## config.mk

```make
export PLATFORM = sky130hd
export DESIGN_NAME = rf_wb_arbiter
export DESIGN_NICKNAME = d
export VERILOG_FILES = /design/src/rtl/rf_wb_arbiter.sv
export SDC_FILE = /design/constraint.sdc
export NUM_CORES = 1
export LEC_CHECK = 0
export ABC_AREA = 0
export CORE_MARGIN = 5
export CORE_UTILIZATION = 37
export DETAILED_ROUTE_END_ITERATION = 6
export GPL_TIMING_DRIVEN = 0
export PLACE_DENSITY = 0.86
export SETUP_SLACK_MARGIN = 0.5
export SYNTH_ARGS = -nofsm -noshare
export SYNTH_HDL_FRONTEND = slang
export SYNTH_SLANG_ARGS = --single-unit
```

## constraint.sdc

```tcl
create_clock -name clk -period 5.01 [get_ports clk]
set_input_delay 1.002 -clock clk [delete_from_list [all_inputs] [get_ports clk]]
set_output_delay 1.002 -clock clk [all_outputs]
set_load 0.01 [all_outputs]
```

## src/rtl/rf_wb_arbiter.sv

```systemverilog
// -----------------------------------------------------------------------------
// rf_wb_arbiter
//   Shares the single register-file write port between NREQ writeback sources
//   (ALU, load unit, multiply unit) using round-robin arbitration. The winning
//   request is captured into a registered output stage that drives the RF.
//   The RF writes on the falling edge after the capturing rising edge.
//
//   Optional feature macro: RF_WB_SCOREBOARD_EN
//     When defined, a busy-bit scoreboard tracks registers with an outstanding
//     writeback. It raises hazard so decode can stall on those registers. It
//     also flags a writeback to a register that was never marked busy on the
//     sticky wb_err output. When undefined, hazard and wb_err are tied low and
//     the issue/operand inputs are ignored.
//
// Ports
//   clk, reset        rising-edge clock, synchronous active-high reset
//   req_valid/ready   per-requester handshake; transfer when both are high
//   req_addr/data     packed per-requester destination and data
//   writeaddress,
//   writeData, isWb   registered RF write port (isWb low for register 0)
//   issue_valid/rd    decode issues an instruction that writes issue_rd
//   rs1, rs2          source operands of the instruction in decode
//   hazard            an operand or the destination is busy (combinational)
//   wb_err            sticky: writeback to a non-busy register
// -----------------------------------------------------------------------------
module rf_wb_arbiter #(
    parameter int NREQ = 3,
    parameter int AW   = 4,
    parameter int DW   = 32
) (
    input  logic                 clk,
    input  logic                 reset,
    input  logic [NREQ-1:0]      req_valid,
    output logic [NREQ-1:0]      req_ready,
    input  logic [NREQ*AW-1:0]   req_addr,
    input  logic [NREQ*DW-1:0]   req_data,
    output logic [AW-1:0]        writeaddress,
    output logic [DW-1:0]        writeData,
    output logic                 isWb,
    input  logic                 issue_valid,
    input  logic [AW-1:0]        issue_rd,
    input  logic [AW-1:0]        rs1,
    input  logic [AW-1:0]        rs2,
    output logic                 hazard,
    output logic                 wb_err
);

    localparam int PW   = $clog2(NREQ);
    localparam int NREG = 2 ** AW;

    logic [PW-1:0]   ptr_r;
    logic [PW-1:0]   gidx_s;
    logic            found_s;
    logic [NREQ-1:0] grant_s;
    logic            transfer_s;
    logic [AW-1:0]   addr_sel_s;
    logic [DW-1:0]   data_sel_s;

    // Round-robin search: walk from the highest offset down so the requester
    // closest after the pointer is the last one written and therefore wins.
    always_comb begin
        found_s = 1'b0;
        gidx_s  = '0;
        for (int k = NREQ; k >= 1; k--) begin
            if (req_valid[(int'(ptr_r) + k) % NREQ]) begin
                found_s = 1'b1;
                gidx_s  = PW'((int'(ptr_r) + k) % NREQ);
            end else begin
                found_s = found_s;
                gidx_s  = gidx_s;
            end
        end
    end

    // One-hot grant vector and AND-OR mux of the winning address and data.
    always_comb begin
        grant_s    = '0;
        addr_sel_s = '0;
        data_sel_s = '0;
        for (int i = 0; i < NREQ; i++) begin
            grant_s[i] = found_s && (gidx_s == PW'(i));
            addr_sel_s = addr_sel_s | (req_addr[i*AW +: AW] & {AW{grant_s[i]}});
            data_sel_s = data_sel_s | (req_data[i*DW +: DW] & {DW{grant_s[i]}});
        end
    end

    // Grants are suppressed while reset is high, so nothing is accepted and then lost.
    assign req_ready  = reset ? '0 : grant_s;
    assign transfer_s = |req_ready;

    // Output stage and round-robin pointer.
    always_ff @(posedge clk) begin
        if (reset) begin
            ptr_r        <= PW'(NREQ - 1);
            writeaddress <= '0;
            writeData    <= '0;
            isWb         <= 1'b0;
        end else if (transfer_s) begin
            ptr_r        <= gidx_s;
            writeaddress <= addr_sel_s;
            writeData    <= data_sel_s;
            isWb         <= (addr_sel_s != '0);
        end else begin
            isWb         <= 1'b0;
        end
    end

`ifdef RF_WB_SCOREBOARD_EN
    logic [NREG-1:0] busy_r;
    logic [NREG-1:0] busy_n_s;
    logic            set_s;
    logic            err_set_s;
    logic            wb_err_r;

    assign set_s = issue_valid && (issue_rd != '0);

    // Next busy vector: a clear from an accepted writeback is applied before
    // the set from issue, so a same-edge set on the same register wins.
    always_comb begin
        busy_n_s = busy_r;
        if (transfer_s) begin
            busy_n_s[addr_sel_s] = 1'b0;
        end else begin
            busy_n_s = busy_n_s;
        end
        if (set_s) begin
            busy_n_s[issue_rd] = 1'b1;
        end else begin
            busy_n_s = busy_n_s;
        end
        busy_n_s[0] = 1'b0;
    end

    assign err_set_s = transfer_s && (addr_sel_s != '0) && !busy_r[addr_sel_s]
                       && !(set_s && (issue_rd == addr_sel_s));

    // Scoreboard state and sticky error flag.
    always_ff @(posedge clk) begin
        if (reset) begin
            busy_r   <= '0;
            wb_err_r <= 1'b0;
        end else begin
            busy_r   <= busy_n_s;
            wb_err_r <= wb_err_r | err_set_s;
        end
    end

    assign hazard = busy_r[rs1] | busy_r[rs2] | (issue_valid & busy_r[issue_rd]);
    assign wb_err = wb_err_r;
`else
    logic unused_issue_s;
    assign unused_issue_s = ^{issue_valid, issue_rd, rs1, rs2, NREG[0]};
    assign hazard = 1'b0;
    assign wb_err = 1'b0;
`endif

endmodule

```

# [Word-level counts from Yosys, hierarchy flattened]
# Index checks and enable logic that the tools add are counted.
[word_totals] regBits=39 input_bits=126 wordCells=49
[op_classes] add_sub_neg=3 n_div=3 magnitude_cmp=3 eq_ne=2 muxes=16 bitwise=11 n_reduce_logical=7
[op_table] cell="$and A32 B32 Y32" count=3
[op_table] cell="$lt A32 B4 Y1 const B" count=3
[op_table] cell="$mod A32 B3 Y32 const B" count=3
[op_table] cell="$or A32 B32 Y32" count=2
[op_table] cell="$and A4 B4 Y4" count=3
[op_table] cell="$mux W1" count=9
[op_table] cell="$or A4 B4 Y4" count=2
[op_table] cell="$add A2 B2 Y3 const B" count=2
[op_table] cell="$bmux W1 S2" count=3
[op_table] cell="$mux W2" count=3
[op_table] cell="$reduce_bool A4 Y1" count=1
[op_table] cell="$add A2 B1 Y3 const B" count=1
[op_table] cell="$logic_and A1 B1 Y1" count=3
[op_table] cell="$mux W3" count=1
[op_table] cell="$reduce_or A3 Y1" count=1
[op_table] cell="$eq A2 B1 Y1 const B" count=1
[op_table] cell="$eq A2 B2 Y1 const B" count=1
[op_table] cell="$logic_not A2 Y1" count=1
[op_table] cell="$reduce_or A2 Y1" count=1
[op_table] cell="$not A1 Y1" count=1

# [Logic depth before layout (Yosys ltp)]
[logic_depth] word_depth=14 depth_mapped=11

# [Worst setup path before layout]
# Ideal clock, no wire load.
[synth_path] path_type="input -> output" startpoint="input port req_valid[0]" endpoint="output port req_ready[0]" t_arrival_ns=2.269 required_time_ns=4.008 slack_ns=1.739 path_stages=7 n_path_buf=2 path_cell_list="nor2b_1 -> a211oi_1 -> a211oi_2 -> nor3_2 -> buf_6 -> buf_6 -> nor4_1"
[synth_via] elab_chain_cells=9
[synth_rtl] item="from (decl)" line_no="33" text="input logic [NREQ-1:0] req_valid,"
[synth_rtl] item="$bmux W1 S2" line_no="65" text="if (req_valid[(int'(ptr_r) + k) % NREQ]) begin"
[synth_rtl] item="$mux W1 (implied by the code) (2 in a row)" line_no="65"
[synth_rtl] item="$mux W2 (3 in a row)" line_no="65"
[synth_rtl] item="$logic_not A2 Y1" line_no="81" text="grant_s[i] = found_s && (gidx_s == PW'(i));"
[synth_rtl] item="$logic_and A1 B1 Y1 (*)" line_no="81"
[synth_rtl] item="$mux W3 (*)" line_no="88" text="assign req_ready = reset ? '0 : grant_s;"
[synth_rtl] item="to (decl)" line_no="34" text="output logic [NREQ-1:0] req_ready,"
# Mark *: on every way between the ends. The rest lies on a longest branch, timed or not. The select of a mux whose other input is x is not followed.

# [Worst setup path after layout]
# Ends and elaborated chain as after synthesis.

==> impl_metrics.json <==
{
  "io_buffers": 151,
  "hold_ws_ps": 500,
  "timing.critical_path.from": "req_valid[0]",
  "setup_violation_total_in_the_final_timing_report": 0,
  "placementRows": 28,
  "layout_worst_path_cycle_share_pct": 86.9,
  "cts_made_buffers": 5,
  "chipWidth_um": 88.9,
  "synthesis.area_um2": 2310,
  "worstSetupEndpointType": "output port",
  "synthesis.yosys.warnings": 0,
  "setup.reg_to_reg.worst_slack_ps": 2500,
  "post_route_cells_drive_above_1_share_pct": 14.6,
  "maxCapViolations": 0,
  "route.vias.total": 2709,
  "amount_of_wire_on_met3_after_detailed_routing_um": 828,
  "met2_wirelength_um": 4160,
  "grt_util_all_layers_pct": 20.2,
  "sinks_on_the_clock_net": 39,
  "max-slew-margin-rel_pct": 51.5,
  "power.ir.vdd_worst_v": 0.000335,
  "finalWeightedCongestion": 0.861,
  "worst_hold_path_type": "reg2reg",
  "grt_antenna_before_repair": 0,
  "final-max-slew-violation-count": 0,
  "tightestPinTransition_ps": 727,
  "path_max_fanout": 10,
  "fin_worst_skew_ps": 9.37,
  "start_util_pct": 38.5,
  "crit_type": "in2out",
  "synth.yosys.seq_area_share_pct": 33.9,
  "final_hold_fails": 0,
  "design_power_total_mw": 2.58,
  "met1Wirelength_um": 3320,
  "antenna_left": 0,
  "routed_via_density": 5.49,
  "final.min_clock_period_ps": 4350,
  "htree_levels": 2,
  "r2r-start": "ptr_r[0]",
  "grt_max_degree": 12,
  "floorplan.io_pins": 168,
  "unrepaired_setup_endpoints_after_global_routing": "false",
  "critical_path_required_ps": 4010,
  "critical_path.startpoint_type": "input port",
  "route.detailed.wl_per_inst_um": 17.3,
  "run_status": "finished clean",
  "core_area_um2": 5990,
  "finalSetupTns_ps": 0,
  "reg2reg_to": "writeData[23]",
  "first_global_vias": 2706,
  "drtPass1Iterations": 4,
  "netlist-cell-type-count": 38,
  "initial_drt_markers": 160,
  "critical_path_end": "req_ready[0]",
  "highest_layer": "met4",
  "r2r_cells": 9,
  "max_clk_rate_mhz": 230,
  "layout_common_cells": "clkdlybuf4s50_1 (151), dfxtp_1 (39), nor2_1 (37)",
  "drt-total-wl_um": 8510,
  "hpwl_um": 6730,
  "remaining_drc_errors": 0,
  "cts.clk_slew.worst_paths_ps": 70,
  "power.density_nw_per_um2": 640,
  "syn_area_per_cell_um2": 8.94,
  "synthToLayoutAreaGrowth_pct": 74.6,
  "grt_pass1_wl_um": 12600,
  "grt-ovfl-total": 0,
  "nNetsFinal": 548,
  "insertedDiodeCount": 0,
  "floorplan.die.height_um": 88.9,
  "clock-root-buffer": "clkbuf_8",
  "arrival_ps": 3350,
  "clock_path_buffers": 2,
  "die_area_um2": 7910,
  "post_dp_cell_area_um2": 3920,
  "final_design_area_no_fill_um2": 4030,
  "ys_seq_elements": 39,
  "layout.cells.most_common": "clkdlybuf4s50_1",
  "netlist_instances": 258,
  "cts_tree": "yes",
  "worst_skew_pair.late_latency_ps": 290,
  "leakage_nw": 1.53
}
[timing repair]
action                                  4_1_cts  5_1_grt
setup buffers                                 0        1
endpoints found under the setup margin        0        1
hold buffers                                  0        0
gates resized for setup                       0        0
[how the worst min path moves through the flow]
stage,startpoint,to,slack (ps),depth (start not counted)
after global routing,writeData[17],writeData[17],520,2
after floorplan,ptr_r[1],ptr_r[1],500,2
after CTS,writeData[17],writeData[17],500,2
final,writeData[17],writeData[17],500,2
after detailed placement,writeData[17],writeData[17],490,2
after global placement,writeData[22],writeData[22],490,2
[flip-flops by register name, summed over array words and instances, names as in the netlist]
register and flops:
isWb 1, ptr_r 2, writeData 32, writeaddress 4
[metrics by stage]
step	utilization, %	setup slack (ps)	std cells
floorplan	-	1740	259
global route	67.2	542	493
detailed placement	65.4	598	485
CTS	67.1	594	492
global placement	65.4	676	485
finish	67.2	657	493
[cells by family (layout without fill, tap and decap cells)]
| family | after synthesis | count (layout) | share of synthesized area (%) |
|---|---|---|---|
| AO/OA/AOI/OAI | 94 | 94 | 38.7 |
| other | 1 | 2 | 0.163 |
| multiplexers | 1 | 1 | 0.434 |
| flip-flops | 39 | 39 | 33.9 |
| AND/OR/NAND/NOR | 85 | 85 | 15.9 |
| adder cells (fa/ha/maj) | 4 | 4 | 2.17 |
| buffers and inverters | 34 | 193 | 8.74 |
[synth_stat cells]
| cell | count | area share, % |
|---|---|---|
| a221oi_1 | 29 | 11 |
| nand2_1 | 33 | 5.4 |
| o21bai_1 | 1 | 0.33 |
| clkbuf_1 | 9 | 1.5 |
| a211oi_2 | 26 | 14 |
| inv_1 | 5 | 0.81 |
| a31o_1 | 1 | 0.38 |
| mux2i_1 | 1 | 0.43 |
| o221ai_1 | 1 | 0.38 |
| nor2b_1 | 3 | 0.81 |
| a211oi_1 | 8 | 2.6 |
| o21ai_0 | 1 | 0.22 |
| a22oi_1 | 1 | 0.33 |
| buf_4 | 5 | 1.6 |
| ha_1 | 4 | 2.2 |
| nand2b_1 | 1 | 0.27 |
| buf_6 | 6 | 2.9 |
| a222oi_1 | 4 | 1.7 |
| a221oi_2 | 3 | 2.0 |
| nor2_1 | 37 | 6.0 |
| or3_1 | 1 | 0.27 |
| buf_1 | 1 | 0.16 |
| a311oi_2 | 1 | 0.65 |
| dfxtp_1 | 39 | 34 |
| buf_2 | 8 | 1.7 |
| and2_1 | 1 | 0.27 |
| o21ai_1 | 1 | 0.22 |
| o41ai_1 | 3 | 1.1 |
| o221a_2 | 1 | 0.49 |
| conb_1 | 1 | 0.16 |
| nand3_1 | 4 | 0.87 |
| o22ai_1 | 1 | 0.27 |
| o31a_1 | 1 | 0.38 |
| nor3_2 | 2 | 0.87 |
| nor4_1 | 2 | 0.54 |
| nor2b_4 | 1 | 0.60 |
| a21oi_2 | 1 | 0.38 |
| a21oi_1 | 10 | 2.2 |
[report_power, final]
group	switching, mW	internal [mW]	leakage (nW)
Clock	0.110	0.146	0.0513
Combinational	0.937	0.873	1.15
Sequential	0.0640	0.446	0.325
Total	1.11	1.46	1.53
[area by class of cell]
class / instances / area [um2]
buffer: 29 / 183
fill: 519 / 1970
inverter: 5 / 18.8
multi-input combinational: 186 / 1330
sequential: 39 / 781
clock inverter: 1 / 30.0
tap: 75 / 93.8
timing repair buffer: 152 / 1520
clock buffer: 6 / 72.6
[worst max-delay path, cell delays in order]
cell	delay (ps)
clkdlybuf4s50_1	510
nor2b_1	210
a211oi_1	80
a211oi_2	260
nor3_2	100
buf_6	160
buf_6	140
nor4_1	290
clkdlybuf4s50_1	600
[routing by layer]
| metal | up-vias | GRT usage, % |
|---|---|---|
| met5 | - | 0 |
| met4 | 0 | 6.63 |
| met3 | 18 | 5.35 |
| met2 | 124 | 37.2 |
| met1 | 1275 | 22.6 |
| li1 | 1292 | - |
(Power assumes the default switching activity.)
